$ cat config.mk
export PLATFORM = sky130hd
export DESIGN_NAME = fa_serial_sequencer
export DESIGN_NICKNAME = d
export VERILOG_FILES = /design/src/rtl/fa_serial_sequencer.sv
export SDC_FILE = /design/constraint.sdc
export NUM_CORES = 1
export LEC_CHECK = 0
export CORE_MARGIN = 2
export CORE_UTILIZATION = 50
export CTS_BUF_LIST = sky130_fd_sc_hd__clkbuf_8
export DETAILED_ROUTE_END_ITERATION = 7
export DONT_BUFFER_PORTS = 1
export PLACE_DENSITY = 0.66
export REMOVE_ABC_BUFFERS = 1
export SYNTH_ARGS = -nofsm -noshare
export SYNTH_HDL_FRONTEND = slang
export SYNTH_SLANG_ARGS = --single-unit
$ cat constraint.sdc
create_clock -name clk -period 1.5 [get_ports clk]
set_input_delay 0.075 -clock clk [delete_from_list [all_inputs] [get_ports clk]]
set_output_delay 0.075 -clock clk [all_outputs]
set_load 0.05 [all_outputs]
$ cat src/rtl/fa_serial_sequencer.sv
// Bit-serial adder controller sharing one external full-adder cell between two requesters; FA_SEQ_SUB_EN adds A-B via req*_sub.
// Result valid WIDTH+1 cycles after accept, held until res_ready; no new accept until the result is taken.
module fa_serial_sequencer #(
  parameter int WIDTH = 8
) (
  input  logic             clk,
  input  logic             rst_n,
  input  logic             req0_valid,
  input  logic [WIDTH-1:0] req0_a,
  input  logic [WIDTH-1:0] req0_b,
  input  logic             req0_cin,
`ifdef FA_SEQ_SUB_EN
  input  logic             req0_sub,
`endif
  output logic             req0_ready,
  input  logic             req1_valid,
  input  logic [WIDTH-1:0] req1_a,
  input  logic [WIDTH-1:0] req1_b,
  input  logic             req1_cin,
`ifdef FA_SEQ_SUB_EN
  input  logic             req1_sub,
`endif
  output logic             req1_ready,
  output logic             fa_a,
  output logic             fa_b,
  output logic             fa_cin,
  input  logic             fa_sum,
  input  logic             fa_cout,
  output logic             res_valid,
  output logic [WIDTH-1:0] res_sum,
  output logic             res_cout,
  output logic             res_id,
  input  logic             res_ready
);

  localparam int CW = $clog2(WIDTH);

  typedef enum logic [1:0] {IDLE, RUN, DONE} state_t;

  state_t           state_q, state_d;
  logic             rr_q, rr_d;
  logic [WIDTH-1:0] a_sh_q, a_sh_d;
  logic [WIDTH-1:0] b_sh_q, b_sh_d;
  logic [WIDTH-1:0] sum_sh_q, sum_sh_d;
  logic             carry_q, carry_d;
  logic [CW-1:0]    cnt_q, cnt_d;
  logic             res_id_q, res_id_d;

  logic             grant;
  logic             any_vld;
  logic             sel_sub;
  logic [WIDTH-1:0] sel_a;
  logic [WIDTH-1:0] sel_b;
  logic             sel_cin;

  // Pointer only matters on contention; a lone requester is always granted.
  assign any_vld = req0_valid | req1_valid;
  assign grant   = (req0_valid & req1_valid) ? rr_q : req1_valid;
  assign sel_a   = grant ? req1_a   : req0_a;
  assign sel_b   = grant ? req1_b   : req0_b;
  assign sel_cin = grant ? req1_cin : req0_cin;
`ifdef FA_SEQ_SUB_EN
  assign sel_sub = grant ? req1_sub : req0_sub;
`else
  assign sel_sub = 1'b0;
`endif

  always_comb begin
    state_d    = state_q;
    rr_d       = rr_q;
    a_sh_d     = a_sh_q;
    b_sh_d     = b_sh_q;
    sum_sh_d   = sum_sh_q;
    carry_d    = carry_q;
    cnt_d      = cnt_q;
    res_id_d   = res_id_q;
    req0_ready = 1'b0;
    req1_ready = 1'b0;
    fa_a       = 1'b0;
    fa_b       = 1'b0;
    fa_cin     = 1'b0;
    res_valid  = 1'b0;
    res_sum    = '0;
    res_cout   = 1'b0;
    res_id     = 1'b0;

    unique case (state_q)
      IDLE: begin
        req0_ready = rst_n & any_vld & ~grant;
        req1_ready = rst_n & any_vld & grant;
        if (any_vld) begin
          a_sh_d   = sel_a;
          b_sh_d   = sel_sub ? ~sel_b : sel_b;
          carry_d  = sel_sub | sel_cin;
          cnt_d    = '0;
          res_id_d = grant;
          rr_d     = ~grant;
          state_d  = RUN;
        end
      end
      RUN: begin
        fa_a     = a_sh_q[0];
        fa_b     = b_sh_q[0];
        fa_cin   = carry_q;
        sum_sh_d = {fa_sum, sum_sh_q[WIDTH-1:1]};
        carry_d  = fa_cout;
        a_sh_d   = a_sh_q >> 1;
        b_sh_d   = b_sh_q >> 1;
        cnt_d    = cnt_q + 1'b1;
        if (cnt_q == CW'(WIDTH - 1)) begin
          state_d = DONE;
        end
      end
      DONE: begin
        res_valid = 1'b1;
        res_sum   = sum_sh_q;
        res_cout  = carry_q;
        res_id    = res_id_q;
        if (res_ready) begin
          state_d = IDLE;
        end
      end
      default: state_d = IDLE;
    endcase
  end

  always_ff @(posedge clk or negedge rst_n) begin
    if (!rst_n) begin
      state_q  <= IDLE;
      rr_q     <= 1'b0;
      a_sh_q   <= '0;
      b_sh_q   <= '0;
      sum_sh_q <= '0;
      carry_q  <= 1'b0;
      cnt_q    <= '0;
      res_id_q <= 1'b0;
    end else begin
      state_q  <= state_d;
      rr_q     <= rr_d;
      a_sh_q   <= a_sh_d;
      b_sh_q   <= b_sh_d;
      sum_sh_q <= sum_sh_d;
      carry_q  <= carry_d;
      cnt_q    <= cnt_d;
      res_id_q <= res_id_d;
    end
  end

endmodule

Word-level counts from Yosys, hierarchy flattened
Index checks and enable logic that the tools add are counted.
{"block": "totals", "regBits": 32, "out_inout_bits": 16}
{"block": "classes", "addsub": 1, "n_eq_ne": 6, "mux": 25, "n_bitwise": 6, "reduce_logical": 5}
{"operator": "2-to-1 mux 8 bit", "count": 5}
{"operator": "one-hot mux 8 bit (2 select lines)", "count": 2}
{"operator": "2-to-1 mux 1 bit", "count": 11}
{"operator": "2-to-1 mux 2 bit", "count": 3}
{"operator": "inequality test 2 bit (second input constant)", "count": 3}
{"operator": "one-hot mux 2 bit (3 select lines)", "count": 1}
{"operator": "one-hot mux 3 bit (2 select lines)", "count": 1}
{"operator": "AND 1 bit", "count": 4}
{"operator": "AND reduction 2 bit", "count": 2}
{"operator": "adder 3 x 1 -> 3 bit (second input constant)", "count": 1}
{"operator": "== test 3 bit (second input constant)", "count": 1}
{"operator": "2-to-1 mux 3 bit", "count": 1}
{"operator": "AND reduction 3 bit", "count": 1}
{"operator": "== test 2 x 1 -> 1 bit (second input constant)", "count": 1}
{"operator": "== test 2 bit (second input constant)", "count": 1}
{"operator": "logical NOT 2 bit", "count": 1}
{"operator": "one-hot mux 1 bit (2 select lines)", "count": 1}
{"operator": "nonzero test 2 bit", "count": 1}
{"operator": "inverter 1 bit", "count": 1}
{"operator": "OR 1 bit", "count": 1}

Depth between registers and ports, before layout
{"block": "depth", "ltp_word": 5, "mapped_depth": 6}

Least setup slack after synthesis
No wires, ideal clock.
{"block": "synth_path", "path_type": "register to output", "from": "register state_q[0]", "to": "output res_cout", "arrival_time_ns": 1.661, "required_time_ns": 1.425, "slack_ns": -0.236, "path_stages_with_launch": 4, "cell_sequence": "dfrtp_1 -> nor2b_1 -> clkbuf_1 -> and2_1"}
{"block": "synth_between", "elab_chain_len": 2}
{"item": "start: declaration", "line": "40", "text": "state_t state_q, state_d;"}
{"item": "start signal: assignment", "line": "138", "text": "state_q <= state_d;"}
{"item": "== test 2 bit", "line": "87", "text": "unique case (state_q)"}
{"item": "2-to-1 mux 1 bit", "line": "87"}
{"item": "end: declaration", "line": "31", "text": "output logic res_cout,"}
No other way between the ends.

Final worst setup path
{"block": "layout_path", "from": "register state_q[0]", "to": "output fa_a"}
{"block": "layout_between", "elab_chain_len": 2}
{"item": "== test 2 x 1 -> 1 bit", "line": "87"}
{"item": "2-to-1 mux 1 bit", "line": "87"}
{"item": "end: declaration", "line": "24", "text": "output logic fa_a,"}
No other way between the ends.

==> run_results.csv <==
group,metric,value,unit
synthesis,synth_top_area_cell,"dfrtp_1",
global_route,grt_usage,20.3,%
setup_path,end_kind,"primary output",
outcome,status,"finished clean",
setup_path,required,1.42,ns
synthesis,synth_seq_area_share,47.4,%
placed_design,place_hpwl,2510,um
floorplanning,die-area,3860,sq um
clocking,htree_num_levels,2,
timing,fin_worst_skew,0.00386,ns
setup_path,crit_arrival,1.42,ns
cells_and_area,final_util,71.4,%
setup_path,crit_fanout,10,
detailed_routing,via_per_inst,5.33,
global_route,grt_pass1_wl,6180,um
cells_and_area,nNetsFinal,250,
clocking,ctsLongestPathBuffers,2,
setup_path,cp-start-kind,"flop",
timing,drv_slew,0,
global_route,overflow,0,
timing,tightest_slew,0.282,ns
pwr,p_int,0.00265,W
global_route,grt_max_degree,33,
floorplanning,coreArea,3280,sq um
setup_path,crit_chain,"buf_4 > nand2b_4 > buf_6 > nor2_1 > buf_4",
timing,fin_crit,1.49,ns
detailed_routing,first_pass_iters,4,
timing,hold_viol,0,
detailed_routing,antenna_left,0,
timing,grt_setup_unrepaired,"true",
pwr,pwr-share-comb,51.3,%
pwr,max-vdd-ir-drop,1.06,mV
clocking,clk_latency,0.28,ns
cells_and_area,post_route_cells_drive_above_1_share,30.8,%
floorplanning,initial_utilization,51.5,%
floorplanning,fp.dieW,62.1,um
synthesis,yosys-top-cells-area,"dfrtp_1 47%, mux2i_1 9.5%, nand2_1 8.4%",
floorplanning,rows,21,
pwr,p_sw,0.00179,W
timing,timing.final.crit_share,99.6,%
synthesis,yosysTopAreaCellShare,47.4,%
clocking,cts_sinks,32,
clocking,clk_pin_slew,0.06,ns
timing,fin_tns_setup,0,ns
cells_and_area,syn_to_final_growth,38.6,%
setup_path,critPathBufInv,3,
setup_path,critPathTopFamily,"buffers and inverters",
clocking,cts_tree,"built",
clocking,cts-root-buf,"clkbuf_8",
hold_path,min-delay-path-class,"input pin to flop",
setup_path,critPathKind,"flop to primary output",
floorplanning,die_h,62.1,um
timing,hold_slack,0.0169,ns
job,drv_cap,0,
pwr,total_power,0.00445,W
setup_path,crit_slowest_cell,"dfrtp_2",
setup_path,slowest_delay,0.46,ns
detailed_routing,num_vias,1354,
pwr,power_frac_clock,14.9,%
synthesis,yosysWarningCount,0,
pwr,p_per_area,1900,nW/um^2
global_route,grt_pass1_vias,1267,
detailed_routing,wl_per_cell,15.6,um
placed_design,io_buffer_count,0,
timing,setup_slack,0.00587,ns
synthesis,synthesis.instances,169,
timing,slew_headroom,81.1,%
setup_path,crit_top_cell,"buf_4",
placed_design,place.gp.congestion,0.666,
detailed_routing,wirelength,3950,um
synthesis,synth_cell_types,26,
placed_design,dp_slack,0.0638,ns
global_route,antenna_found_initial,0,
cells_and_area,n_antenna_cell,0,
synthesis,syn_avg_cell_area,10.0,sq um
detailed_routing,drcViolationCount,0,
pwr,p_seq_share,33.8,%
timing,max_clock_freq,0.669,GHz
clocking,numCtsBuffers,5,
synthesis,synth.cell_area,1690,sq um
pwr,leakage,1.11,nW
timing,setup_viol,0,
synthesis,ys_ff_latch,32,
pwr,switching_share,40.4,%
floorplanning,io_pins,57,
detailed_routing,drtIter0Drc,63,
## power groups by stage
stage	combinational, W	clock, W	sequential [W]
after global routing	0.00249	0.000717	0.00156
after CTS	0.00207	0.000674	0.00147
after global placement	0.00193	0	0.00147
after detailed placement	0.00201	0	0.00148
after floorplan	0.00136	0	0.00143
final	0.00228	0.000663	0.00150
## sequential cells by signal (all words and copies together) (netlist names)
| signal | cells |
|---|---|
| sum_sh_q | 8 |
| cnt_q | 3 |
| res_id_q | 1 |
| state_q | 2 |
| b_sh_q | 8 |
| a_sh_q | 8 |
| rr_q | 1 |
| carry_q | 1 |
## cell usage after synthesis (all sizes together)
master  number
nor2b        2
ha           2
and3         1
clkbuf       3
o221a        1
o221ai      14
nor2         7
mux2         1
inv         10
nor3         1
dfrtp       32
and2        11
or3          1
nand3        9
nand2b       2
nand2       39
mux2i       16
buf          8
a21o         1
o21ai        8
## cells in the final DEF (no fill, tap or decap), types with 5 or more instances in the layout
cell,count
nand3_1,9
o221ai_2,8
mux2i_1,16
and2_1,11
o21ai_0,5
buf_6,5
o221ai_1,6
nand2_1,38
buf_4,16
clkbuf_8,6
dlygate4sd3_1,7
buf_12,14
inv_1,12
dfrtp_1,30
nor2_1,5
## logic make-up (layout without fill, tap and decap cells)
| group | after synthesis | after routing | synth area share, % |
|---|---|---|---|
| simple gates | 73 | 73 | 19.9 |
| flops | 32 | 32 | 47.4 |
| compound gates | 24 | 24 | 14.1 |
| buf+inv | 21 | 60 | 6.96 |
| mux | 17 | 17 | 10.1 |
| fa+ha+maj | 2 | 2 | 1.48 |
## path summary, 6_finish.rpt
path                                    startpoint                      end  slack, ns  cells after the start
max                         state_q[0]$_DFFE_PN0P_                     fa_a      0.006                      5
min                                      req1_a[3]    a_sh_q[3]$_DFFE_PN0P_       0.02                      2
max reg2reg                 state_q[1]$_DFFE_PN0P_         rr_q$_DFFE_PN0P_       0.04                      4
min reg2reg                sum_sh_q[0]$_DFFE_PN0N_  sum_sh_q[0]$_DFFE_PN0N_       0.47                      2
max in group asynchronous                    rst_n   state_q[0]$_DFFE_PN0P_       1.07                      2
min in group asynchronous                    rst_n  sum_sh_q[0]$_DFFE_PN0N_       0.25                      2
## timing repair
action / CTS / global route
setup endpoints to repair: 4 / 26
cloned: 0 / 1
pin swaps: 0 / 3
hold buffers: 8 / 0
buffers inserted: 0 / 7
hold endpoints to repair: 36 / 0
resized for setup: 3 / 18
## final cells by class
type                    instances  area, sq um
fillers                       239          941
multi-input cells             116          828
flip-flops and latches         32          803
repair buffers                 42          527
clock buffers                   6         82.6
well taps                      46         57.6
inverters                      10         37.5
clock inverters                 2         7.51
## through the flow
step	cells	instance area, sq um
2_1_floorplan	158	1610
3_3_place_gp	230	2030
3_5_place_dp	230	2030
4_1_cts	246	2220
5_1_grt	254	2340
6_report	254	2340
## routing by layer
layer  GRT usage (%)  up-vias  share of wire [%]
li1                -      653                  -
met4            4.17        0               0.43
met1            28.8      652                 44
met5               0        -                  0
met2            31.3       47                 50
met3            6.16        2                5.3
Note: power is estimated with default switching activity, not from simulation.
